[config.mk]
export PLATFORM = sky130hd
export DESIGN_NAME = piso_stream
export DESIGN_NICKNAME = d
export VERILOG_FILES = /design/src/rtl/piso_stream.sv
export SDC_FILE = /design/constraint.sdc
export NUM_CORES = 1
export LEC_CHECK = 0
export CELL_PAD_IN_SITES_DETAIL_PLACEMENT = 1
export CELL_PAD_IN_SITES_GLOBAL_PLACEMENT = 1
export CORE_MARGIN = 4
export CORE_UTILIZATION = 42
export DETAILED_ROUTE_END_ITERATION = 10
export HOLD_SLACK_MARGIN = 0.15
export PLACE_DENSITY = 0.81
export SLEW_MARGIN = 20
export SYNTH_ARGS = -nofsm -noshare
export SYNTH_HDL_FRONTEND = slang
export SYNTH_SLANG_ARGS = --single-unit
[constraint.sdc]
create_clock -name clk -period 2 [get_ports clk]
set_input_delay 0.2 -clock clk [delete_from_list [all_inputs] [get_ports clk]]
set_output_delay 0.2 -clock clk [all_outputs]
set_load 0.02 [all_outputs]
[src/rtl/piso_stream.sv]
// piso_stream: wide FIFO words to narrow valid/ready beats with one-word prefetch; define PISO_LAST_EN for the o_last port
module piso_stream #(
    parameter int INPUT_SIZE  = 256,
    parameter int OUTPUT_SIZE = 64,
    parameter bit MSW_FIRST   = 1'b0
) (
    input  logic                   clk,
    input  logic                   rst_n,
    input  logic [INPUT_SIZE-1:0]  i_parallel,
    input  logic                   fifo_empty,
    output logic                   fifo_re,
    output logic [OUTPUT_SIZE-1:0] o_serial,
    output logic                   o_valid,
    input  logic                   i_ready
`ifdef PISO_LAST_EN
    ,
    output logic                   o_last
`endif
);
    localparam int RATIO = INPUT_SIZE / OUTPUT_SIZE;
    localparam int CW = (RATIO > 1) ? $clog2(RATIO) : 1;
    localparam logic [CW-1:0] LAST = CW'(RATIO - 1);

    if ((INPUT_SIZE % OUTPUT_SIZE) != 0 || RATIO < 2) begin : g_bad_ratio
        $error("piso_stream: INPUT_SIZE must be a multiple of OUTPUT_SIZE with ratio >= 2");
    end

    typedef enum logic [1:0] {EMPTY, RUN, FULL} state_t;

    state_t state, state_nx;
    logic [RATIO-1:0][OUTPUT_SIZE-1:0] sr, hb;
    logic [CW-1:0] cnt, idx;
    logic rp, sr_valid, hb_valid, last_acc, ld_sr_rd, ld_sr_hb, ld_hb;

    always_ff @(posedge clk or negedge rst_n)
        if (!rst_n) state <= EMPTY;
        else state <= state_nx;

    // Read data lands in SR whenever SR is free by the end of this cycle, else parks in HB
    always_comb begin
        last_acc = sr_valid & i_ready & (cnt == LAST);
        ld_sr_hb = hb_valid & last_acc;
        ld_sr_rd = rp & ~hb_valid & (~sr_valid | last_acc);
        ld_hb    = rp & sr_valid & ~last_acc;
        state_nx = ld_hb ? FULL : (ld_sr_rd | ld_sr_hb) ? RUN : last_acc ? EMPTY : state;
    end

    always_comb begin
        sr_valid = state != EMPTY;
        hb_valid = state == FULL;
        o_valid  = sr_valid;
        fifo_re  = rst_n & ~fifo_empty & ~rp & ~hb_valid;
        idx      = MSW_FIRST ? LAST - cnt : cnt;
        o_serial = sr[idx];
`ifdef PISO_LAST_EN
        o_last   = sr_valid & (cnt == LAST);
`endif
    end

    always_ff @(posedge clk or negedge rst_n)
        if (!rst_n) begin
            rp  <= 1'b0;
            cnt <= '0;
            sr  <= '0;
            hb  <= '0;
        end else begin
            rp <= fifo_re;
            if (ld_hb) hb <= i_parallel;
            if (ld_sr_hb) sr <= hb;
            else if (ld_sr_rd) sr <= i_parallel;
            if (ld_sr_hb | ld_sr_rd | last_acc) cnt <= '0;
            else if (sr_valid & i_ready) cnt <= cnt + CW'(1);
        end
endmodule

==> flow_summary.toml <==
[cts]
clock_tree.buffer_depth = 3
clk_latency_ns = 0.60
cts-root-buf = "clkbuf_16"
cts.sinks = 517
h-tree-depth = 2
clk_pin_slew_ns = 0.06
cts_tree = "yes"
cts_made_buffers = 55

[synth]
synth_compound_area_frac = 0.00188
synth_edf_count = 0
synth_top_family_by_area = "multiplexers"
yosysSeqAreaShare = 0.539
synth_mux_area_frac = 0.420
synth.avg_cell_area_um2 = 16.4
synth_cell_type_count = 22
synth_area_um2 = 24000
synthAdderAreaFrac = 0.000521
synthesis.nets = 1729
synth_seq_cells = 517
synthSimpleGateAreaFrac = 0.00334
async_flop_share = 1.00
syn_inst = 1468
synth_warnings = 0
synthXorXnorAreaFrac = 0
synth_flop_cell = "dfrtp_1"

[critical_path]
cp_data_required_time_ns = 2.48
crit_type = "flip-flop to flip-flop"
cp.arrival_ns = 2.89
path_cells = "buf_6 > buf_6 > ha_4 > nand4b_4 > buf_6 > buf_6 > o211ai_4 > buf_12 > buf_12 > buf_12 > buf_12 > mux2_4"
slowest_delay_ns = 0.50
cp-start-kind = "flip-flop"
worstSetupEndpointType = "flip-flop"
worstPathMaxFanout = 8
cp_slowest_cell = "dfrtp_4"

[pwr]
power_density_nw_per_um2 = 1580
power_w = 0.0555
peakVddDrop_v = 0.000849
leakage_nw = 15.7

[place]
place.gp.congestion = 0.769
numPortBuffers = 325
hpwlAfterDp_um = 42300
dpl_worst_slack_ns = -0.196

[cells_and_area]
fin_nets = 2245
areaGrowthSynthToFinish_pct = 46.7
multiInputGateArea_um2 = 11500
final_cell_mix = "dfrtp_1, mux2_2, mux2_4"
fin_util = 0.623
ff_latch_area_um2 = 12900
final_common_cell = "dfrtp_1"
nFillCells = 4839
drive_above_1_share = 0.609

[job]
drv_cap = 0

[timing]
fin_crit_sh = 1.20
rsz0062_at_grt = "yes"
final_max_slew_viol_count = 0
worst_slack_ns = -0.409
fmax_mhz = 415
hold-worst-slack_ns = 0.232
tightest_slew_ns = 0.814
tns_ns = -146.13
slew-limit-headroom = 0.457
hold_violations = 0
post-route-min-period_ns = 2.41
fin_skew_ns = 0.0135
finalSetupViolations = 576

[global_routing]
grt_pass1_vias = 17669
grt_max_degree = 115
grt_use_total = 0.243
antenna_found_initial = 18
grt_pass1_wl_um = 112000
grt-ovfl-total = 0

[floorplan]
die_w_um = 247
start_util = 0.425
num_rows = 87
ios = 326
core_um2 = 56500
die-area_um2 = 61000
chipHeight_um = 247

[route]
vias = 15819
routedWlPerCell_um = 32.2
drc_errors = 0
drtIter0Drc = 861
dr.pass1.iters = 4
drt-total-wl_um = 90000
ant_nets = 0
viasPerCell = 5.66

[run_status]
violations = "setup timing"
status = "complete, but fails checks"

[worst_hold_path]
hp-class = "primary input to async pin"
cell usage after synthesis (all sizes together), types with 2 or more instances:
library cell  count  share of area
dfrtp           517           0.54
mux4             64          0.060
buf              92          0.034
mux2            768           0.36
nand2             5        0.00078
clkbuf            7         0.0011
nand3             2        0.00042
a21oi             2        0.00042
kinds of logic (layout without fill, tap and decap cells):
kind of cell / count (synthesis) / after routing
other: 0 / 12
multiplexers: 832 / 832
AO/OA/AOI/OAI: 5 / 5
flip-flops: 517 / 517
adder cells (fa/ha/maj): 1 / 1
buffers and inverters: 100 / 660
AND/OR/NAND/NOR: 13 / 13
final timing paths:
kind / end / depth (start not counted) / slack [ns] / startpoint
max reg2reg: sr[147] / 12 / -0.41 / cnt[0]
max in group asynchronous: sr[216] / 4 / 0.45 / rst_n
min reg2reg: hb[219] / 1 / 0.50 / hb[219]
max: sr[147] / 12 / -0.41 / cnt[0]
min in group clk: hb[122] / 2 / 0.24 / i_parallel[122]
min: hb[66] / 3 / 0.23 / rst_n
critical path, delay by kind of cell (launching register included):
kind            cells  cell delay [ns]
compound gates      1             0.14
fa+ha+maj           1             0.17
buf+inv             8             1.08
flops               1             0.50
mux                 1             0.29
simple gates        1             0.10
layout make-up:
type / instances / share of cell area
sequential: 517 / 0.368
multi-input combinational: 851 / 0.328
timing repair buffer: 558 / 0.223
clock buffer: 77 / 0.0463
tap: 756 / 0.0269
clock inverter: 24 / 0.00768
antenna: 12 / 0.000853
inverter: 1 / 0.000107
registers in the layout, indices dropped and copies added (netlist names):
register,count
sr,256
state,2
hb,256
rp,1
cnt,2
power by group:
group	internal (W)	switching, W	total [W]
sequential	0.0159	0.00387	0.0198
clock	0.00634	0.00460	0.0109
combinational	0.0150	0.00978	0.0248
total	0.0373	0.0182	0.0555
metal layers:
layer,share of wire,GRT usage
met5,0.0012,0
met4,0.024,0.0686
met3,0.049,0.0522
met2,0.52,0.431
met1,0.41,0.300
stage by stage:
| step | area, µm² | cells |
|---|---|---|
| final | 35200 | 2796 |
| after global routing | 35200 | 2793 |
| after CTS | 32900 | 2737 |
| after detailed placement | 28700 | 2539 |
| after global placement | 28700 | 2539 |
| after floorplan | 24000 | 1468 |
timing repair:
item	4_1_cts	5_1_grt
hold buffers	1	0
setup endpoints to repair	563	580
pin swaps	1	1
endpoints found under the hold margin	310	0
resized for setup	498	427
gates cloned	45	40
buffers inserted	53	29
Note: power is estimated with default switching activity, not from simulation.
